[src/rtl/result_deskew_reader_if.sv]
// Row stream from result_deskew_reader to the host/compare logic.
// The producer drives row_valid/row_data/row_idx/mat_idx; the consumer drives row_ready.
interface result_deskew_reader_if #(
  parameter int unsigned ARRAY_SIZE     = 8,
  parameter int unsigned OUT_DATA_WIDTH = 16
);
  localparam int unsigned RowW = ARRAY_SIZE * OUT_DATA_WIDTH;
  localparam int unsigned IdxW = $clog2(ARRAY_SIZE);

  logic            row_valid;
  logic            row_ready;
  logic [RowW-1:0] row_data;
  logic [IdxW-1:0] row_idx;
  logic [1:0]      mat_idx;

  modport master (
    output row_valid,
    output row_data,
    output row_idx,
    output mat_idx,
    input  row_ready
  );

  modport slave (
    input  row_valid,
    input  row_data,
    input  row_idx,
    input  mat_idx,
    output row_ready
  );
endinterface

[src/rtl/result_deskew_reader.sv]
// Drains the diagonal-packed result banks c0/c1/c2 and streams each matrix row-major.
// Each bank address k holds anti-diagonal i+j=k; it is unpacked into an 8x8 buffer and
// the buffer is then presented one row per valid/ready handshake.
module result_deskew_reader #(
  parameter int unsigned ARRAY_SIZE     = 8,
  parameter int unsigned OUT_DATA_WIDTH = 16,
  parameter int unsigned NUM_MAT        = 3
) (
  input  logic                                 clk,
  input  logic                                 srstn,
  input  logic                                 start,
  output logic [5:0]                           sram_raddr_c,
  input  logic [ARRAY_SIZE*OUT_DATA_WIDTH-1:0] sram_rdata_c0,
  input  logic [ARRAY_SIZE*OUT_DATA_WIDTH-1:0] sram_rdata_c1,
  input  logic [ARRAY_SIZE*OUT_DATA_WIDTH-1:0] sram_rdata_c2,
  result_deskew_reader_if.master               row_if,
  output logic                                 busy,
  output logic                                 done
);

  localparam int unsigned W       = OUT_DATA_WIDTH;
  localparam int unsigned RowW    = ARRAY_SIZE * W;
  localparam int unsigned NumDiag = 2 * ARRAY_SIZE - 1;
  localparam int unsigned CntW    = $clog2(NumDiag + 1);
  localparam int unsigned IdxW    = $clog2(ARRAY_SIZE);

  typedef enum logic [1:0] {StIdle, StRead, StStream, StFin} state_e;

  state_e          state_q, state_d;
  // READ phase counter: 0..NumDiag-1 issue addresses, NumDiag waits for the last capture.
  logic [CntW-1:0] cnt_q, cnt_d;
  logic            cap_en_q;
  logic [CntW-1:0] cap_addr_q;
  logic [IdxW-1:0] row_q, row_d;
  logic [1:0]      mat_q, mat_d;
  logic [W-1:0]    buf_q [ARRAY_SIZE][ARRAY_SIZE];
  logic [RowW-1:0] rdata_sel;

  // Slot of element (i,j) inside the word for diagonal i+j. Short (upper-left) diagonals
  // are right-aligned into the top slots, so the slot depends on j; long ones on i.
  function automatic int unsigned slot_of(input int unsigned i, input int unsigned j);
    return (i + j < ARRAY_SIZE) ? (ARRAY_SIZE - 1 - j) : i;
  endfunction

  // Bank select follows the matrix currently being drained.
  always_comb begin
    case (mat_q)
      2'd0:    rdata_sel = sram_rdata_c0;
      2'd1:    rdata_sel = sram_rdata_c1;
      default: rdata_sel = sram_rdata_c2;
    endcase
  end

  // Next-state, counters and control outputs.
  always_comb begin
    state_d          = state_q;
    cnt_d            = cnt_q;
    row_d            = row_q;
    mat_d            = mat_q;
    sram_raddr_c     = '0;
    row_if.row_valid = 1'b0;
    busy             = (state_q != StIdle);
    done             = (state_q == StFin);
    case (state_q)
      StIdle: begin
        if (start) begin
          state_d = StRead;
          cnt_d   = '0;
          row_d   = '0;
          mat_d   = 2'd0;
        end
      end
      StRead: begin
        if (cnt_q < CntW'(NumDiag)) begin
          sram_raddr_c = 6'(cnt_q);
        end
        cnt_d = cnt_q + 1'b1;
        if (cnt_q == CntW'(NumDiag)) begin
          state_d = StStream;
          cnt_d   = '0;
        end
      end
      StStream: begin
        row_if.row_valid = 1'b1;
        if (row_if.row_ready) begin
          if (row_q == IdxW'(ARRAY_SIZE - 1)) begin
            row_d = '0;
            if (mat_q < 2'(NUM_MAT - 1)) begin
              mat_d   = mat_q + 2'd1;
              state_d = StRead;
            end else begin
              state_d = StFin;
            end
          end else begin
            row_d = row_q + 1'b1;
          end
        end
      end
      StFin: begin
        state_d = StIdle;
      end
      default: begin
        state_d = StIdle;
      end
    endcase
  end

  // Row data is only driven while streaming so idle/read cycles show zeros.
  always_comb begin
    row_if.row_data = '0;
    if (state_q == StStream) begin
      for (int j = 0; j < int'(ARRAY_SIZE); j++) begin
        row_if.row_data[j*W +: W] = buf_q[row_q][j];
      end
    end
  end

  assign row_if.row_idx = row_q;
  assign row_if.mat_idx = mat_q;

  // FSM state and counters.
  always_ff @(posedge clk or negedge srstn) begin
    if (!srstn) begin
      state_q <= StIdle;
      cnt_q   <= '0;
      row_q   <= '0;
      mat_q   <= 2'd0;
    end else begin
      state_q <= state_d;
      cnt_q   <= cnt_d;
      row_q   <= row_d;
      mat_q   <= mat_d;
    end
  end

  // Tracks which address's data arrives from the SRAM this cycle (one-cycle read latency).
  always_ff @(posedge clk or negedge srstn) begin
    if (!srstn) begin
      cap_en_q   <= 1'b0;
      cap_addr_q <= '0;
    end else begin
      cap_en_q   <= (state_q == StRead) && (cnt_q < CntW'(NumDiag));
      cap_addr_q <= cnt_q;
    end
  end

  // Scatter the returned diagonal into the row buffer; unused slots are never read.
  always_ff @(posedge clk or negedge srstn) begin
    if (!srstn) begin
      for (int i = 0; i < int'(ARRAY_SIZE); i++) begin
        for (int j = 0; j < int'(ARRAY_SIZE); j++) begin
          buf_q[i][j] <= '0;
        end
      end
    end else if (cap_en_q) begin
      for (int i = 0; i < int'(ARRAY_SIZE); i++) begin
        for (int j = 0; j < int'(ARRAY_SIZE); j++) begin
          if (cap_addr_q == CntW'(i + j)) begin
            buf_q[i][j] <= rdata_sel[slot_of(i, j)*W +: W];
          end
        end
      end
    end
  end

endmodule

[src/flat_wrapper.sv]
// flat-port wrapper written by rule: the top's interface ports become plain ports
module result_deskew_reader_flat 
#(
  parameter int unsigned ARRAY_SIZE     = 8,
  parameter int unsigned OUT_DATA_WIDTH = 16,
  parameter int unsigned NUM_MAT        = 3
)
  (clk, srstn, start, sram_raddr_c, sram_rdata_c0, sram_rdata_c1, sram_rdata_c2, busy, done, row_if_row_valid, row_if_row_data, row_if_row_idx, row_if_mat_idx, row_if_row_ready);
  result_deskew_reader_if #(.ARRAY_SIZE(ARRAY_SIZE), .OUT_DATA_WIDTH(OUT_DATA_WIDTH)) row_if_i ();
  input  logic clk;
  input  logic srstn;
  input  logic start;
  output logic [5:0] sram_raddr_c;
  input  logic [ARRAY_SIZE*OUT_DATA_WIDTH-1:0] sram_rdata_c0;
  input  logic [ARRAY_SIZE*OUT_DATA_WIDTH-1:0] sram_rdata_c1;
  input  logic [ARRAY_SIZE*OUT_DATA_WIDTH-1:0] sram_rdata_c2;
  output logic busy;
  output logic done;
  output wire logic [$bits(row_if_i.row_valid)-1:0] row_if_row_valid;
  output wire logic [$bits(row_if_i.row_data)-1:0] row_if_row_data;
  output wire logic [$bits(row_if_i.row_idx)-1:0] row_if_row_idx;
  output wire logic [$bits(row_if_i.mat_idx)-1:0] row_if_mat_idx;
  input wire logic [$bits(row_if_i.row_ready)-1:0] row_if_row_ready;
  assign row_if_row_valid = row_if_i.row_valid;
  assign row_if_row_data = row_if_i.row_data;
  assign row_if_row_idx = row_if_i.row_idx;
  assign row_if_mat_idx = row_if_i.mat_idx;
  assign row_if_i.row_ready = row_if_row_ready;
  result_deskew_reader #(.ARRAY_SIZE(ARRAY_SIZE), .OUT_DATA_WIDTH(OUT_DATA_WIDTH), .NUM_MAT(NUM_MAT)) u_core (.clk(clk), .srstn(srstn), .start(start), .sram_raddr_c(sram_raddr_c), .sram_rdata_c0(sram_rdata_c0), .sram_rdata_c1(sram_rdata_c1), .sram_rdata_c2(sram_rdata_c2), .row_if(row_if_i), .busy(busy), .done(done));
endmodule
[config.mk]
export PLATFORM = sky130hd
export DESIGN_NAME = result_deskew_reader_flat
export DESIGN_NICKNAME = d
export VERILOG_FILES = /design/src/rtl/result_deskew_reader_if.sv /design/src/rtl/result_deskew_reader.sv /design/src/flat_wrapper.sv
export SDC_FILE = /design/constraint.sdc
export NUM_CORES = 2
export LEC_CHECK = 0
export ABC_CLOCK_PERIOD_IN_PS = 2330
export CORE_MARGIN = 1.5
export CORE_UTILIZATION = 57
export DETAILED_ROUTE_END_ITERATION = 12
export GPL_TIMING_DRIVEN = 0
export PLACE_DENSITY = 0.8
export SYNTH_ARGS = -nofsm -noshare
export SYNTH_HDL_FRONTEND = slang
export SYNTH_SLANG_ARGS = --single-unit
[constraint.sdc]
create_clock -name clk -period 2.33 [get_ports clk]
set_input_delay 0.466 -clock clk [delete_from_list [all_inputs] [get_ports clk]]
set_output_delay 0.466 -clock clk [all_outputs]
set_load 0.02 [all_outputs]
==> results.sh <==
export IMPL_cp_slowest_cell="dfrtp_2"
export IMPL_hold_viol_final=80
export IMPL_ys_flop_type="dfrtp_1"
export IMPL_ys_seq_area_share_pct=52.94
export IMPL_cts_made_buffers=108
export IMPL_syn_inst=3636
export IMPL_ios=530
export IMPL_grt_ovfl_total=0
export IMPL_finalSetupViolCount=247
export IMPL_drc=0
export IMPL_io_buffers=527
export IMPL_min_period_over_period_pct=138.3
export IMPL_crit_required_ns=1.86
export IMPL_cp_cell_sequence="buf_12 -> clkbuf_16 -> buf_16 -> buf_12 -> buf_6 -> mux2i_1 -> o22ai_2 -> or2_4 -> buf_6"
export IMPL_syn_to_final_growth_pct=31.70
export IMPL_fin_skew_ns=0.02196
export IMPL_cts_tree="done"
export IMPL_place_area_um2=56080
export IMPL_cp_end_kind="output pin"
export IMPL_antenna_left=0
export IMPL_fin_ws_ns=-0.8918
export IMPL_die_h_um=296.7
export IMPL_vias=37540
export IMPL_slew_headroom_pct=48.64
export IMPL_leakagePower_nw=27.17
export IMPL_drt_pass1_iterations=7
export IMPL_hold_ws_ns=-0.2804
export IMPL_fill_cells=5020
export IMPL_row_count=107
export IMPL_async_reset_ff_share_pct=100.0
export IMPL_track_usage_pct=40.15
export IMPL_critical_path_class="reg2out"
export IMPL_die_w_um=296.7
export IMPL_antenna_found_initial=20
export IMPL_grt_max_degree=168
export IMPL_arrival_ns=2.76
export IMPL_finish_utilization_pct=75.91
export IMPL_dieArea_um2=88010
export IMPL_worst_setup_path_start_kind="flop"
export IMPL_wl_per_cell_um=34.08
export IMPL_crit_path_max_fanout=8
export IMPL_fin_crit_ns=3.222
export IMPL_place_congestion=0.9476
export IMPL_worst_pin_slew_ns=0.7703
export IMPL_coreArea_um2=85280
export IMPL_critPathMaxStageDelay_ns=0.42
export IMPL_drtIter0Drc=3868
export IMPL_ir_worst_vdd_mv=0.8477
export IMPL_grt_pass1_wl_um=251400
export IMPL_synth_area_um2=49160
export IMPL_first_global_vias=36710
export IMPL_clock_sinks=1040
export IMPL_drt_total_wl_um=190900
export IMPL_cts_root_buf="clkbuf_16"
export IMPL_cts_buffer_depth=3
export IMPL_timing_critical_path_buf_inv=6
export IMPL_yosysWarnings=0
export IMPL_syn_area_per_cell_um2=13.52
export IMPL_routed_via_density=6.699
export IMPL_clk_pin_slew_ns=0.06
export IMPL_fin_total_pwr_mw=71.73
export IMPL_finalNetCount=4751
export IMPL_violations="hold timing, setup timing"
export IMPL_maxCapViolations=0
export IMPL_yosysUniqueCellTypes=37
export IMPL_powerDensity_nw_per_um2=1108
export IMPL_synthTopCellsByArea="dfrtp_1, mux2_2, mux2i_1"
export IMPL_setup_tns_ns=-100.66
export IMPL_htree_levels=3
export IMPL_synth_ff_latch_count=1040
export IMPL_worstHoldPathType="in2async"
export IMPL_critical_path_top_delay_family="buffers and inverters"
export IMPL_yosys_area_top_type="dfrtp_1"
export IMPL_insertion_delay_ns=0.68
export IMPL_status="finished with violations"
export IMPL_finalInstanceArea_um2=64740
export IMPL_grt_setup_unrepaired="true"
export IMPL_final_layout_size_suffix_gt1_share_pct=45.39
export IMPL_fmax_mhz=310.4
export IMPL_place_hpwl_um=126800
export IMPL_synth_top_area_share_pct=52.94
export IMPL_synth_edf_count=0
export IMPL_initial_core_util_pct=57.64
export IMPL_drv_slew=0
[report_power, final]
part | leakage (nW) | switching (mW) | internal, mW
combinational | 12.6 | 9.29 | 12.2
clock | 1.78 | 7.31 | 10.5
sequential | 12.8 | 5.71 | 26.8
[Yosys cell counts (all sizes together) (3+ instances only)]
master and instances:
or2 129, o22ai 256, buf 193, o21ai 20, nand3b 4, mux2i 512
nand2 6, dfrtp 1040, nor2b 5, and3 3, a22o 136, inv 5
or3 3, o31ai 16, mux2 1009, a21oi 18, nor2 12, nand3 6
ha 5, clkbuf 127, a21o 112, nand2b 7
[flip-flops by register name, summed over array words and instances (netlist names)]
register               count
u_core.buf_q            1024
u_core.cap_addr_q          4
u_core.cnt_q               4
u_core.row_if.row_idx      3
u_core.row_if.mat_idx      2
u_core.state_q             2
u_core.cap_en_q            1
[cells by family (layout without fill, tap and decap cells)]
family	after synthesis	in the layout	synth area share [%]
muxes	1521	1521	33.54
DFF	1040	1040	52.94
AOI/OAI and AO/OA	563	570	8.094
buffers and inverters	325	1118	3.029
and+or+nand+nor	181	181	2.258
adders and majority gates	5	5	0.1273
other	1	24	0.007629
[layer usage]
layer	wire [um]	GRT usage (%)	part of all wire, %	vias up
li1	-	-	-	14900
met5	72	0	0.038	-
met1	66590	49.17	35	19380
met3	21010	8.645	11	759
met2	86360	62.20	45	2485
met4	16910	31.35	8.9	12
[timing repair]
action | CTS | global route
buffers inserted | 6 | 50
hold endpoints to repair | 80 | 80
gates resized for setup | 1098 | 806
pin swaps | 30 | 52
cloned | 0 | 25
endpoints found under the setup margin | 1289 | 1398
[layout make-up]
type	count	area (um^2)	share of cell area [%]
antenna	22	55.05	0.08504
buffer	317	3052	4.714
clock buffer	160	3214	4.965
clock inverter	29	380.4	0.5875
inverter	5	18.77	0.02899
multi-input combinational	2279	24230	37.43
sequential	1040	26030	40.21
tap	1144	1431	2.211
timing repair buffer	607	6325	9.770
[final timing paths]
| check | from | to | slack, ns | cells after the start |
|---|---|---|---|---|
| setup / recovery | u_core.row_if.row_idx[1] | row_if_row_data[1] | -0.89 | 9 |
| hold / removal | srstn | u_core.buf_q[694] | -0.28 | 1 |
| setup reg to reg | u_core.row_if.mat_idx[0] | u_core.buf_q[627] | -0.08 | 8 |
| hold reg to reg | u_core.cnt_q[3] | u_core.cap_addr_q[3] | 0.44 | 0 |
| max in group asynchronous | srstn | u_core.buf_q[844] | 0.42 | 5 |
| min in group clk | u_core.cnt_q[3] | u_core.cap_addr_q[3] | 0.44 | 0 |
[cell usage in the layout (no fill, tap or decap), types with 31 or more instances in the layout]
cell type,synthesis,routed
mux2i_4,0,50
dfrtp_1,1040,1037
o22ai_2,0,91
or2_1,88,64
or2_4,0,45
clkbuf_8,0,35
buf_6,9,115
mux2i_1,512,376
clkdlybuf4s50_1,0,393
mux2_2,909,900
clkbuf_16,0,134
mux2_1,100,100
clkbuf_1,127,41
mux2i_2,0,86
clkbuf_4,0,46
buf_2,140,101
a22o_1,136,126
a21o_4,0,62
o22ai_1,256,149
a21o_1,112,31
buf_4,7,110
buf_12,0,40
[through the flow]
step	setup slack (ns)	std cells	hold slack (ns)
2_1_floorplan	-0.06595	3637	0.1704
3_3_place_gp	-45.75	5308	0.4091
3_5_place_dp	-1.566	5315	0.4209
4_1_cts	-0.8182	5509	-0.2726
5_1_grt	-0.8744	5585	-0.2306
6_report	-0.8918	5603	-0.2804
Note: power is estimated with default switching activity, not from simulation.
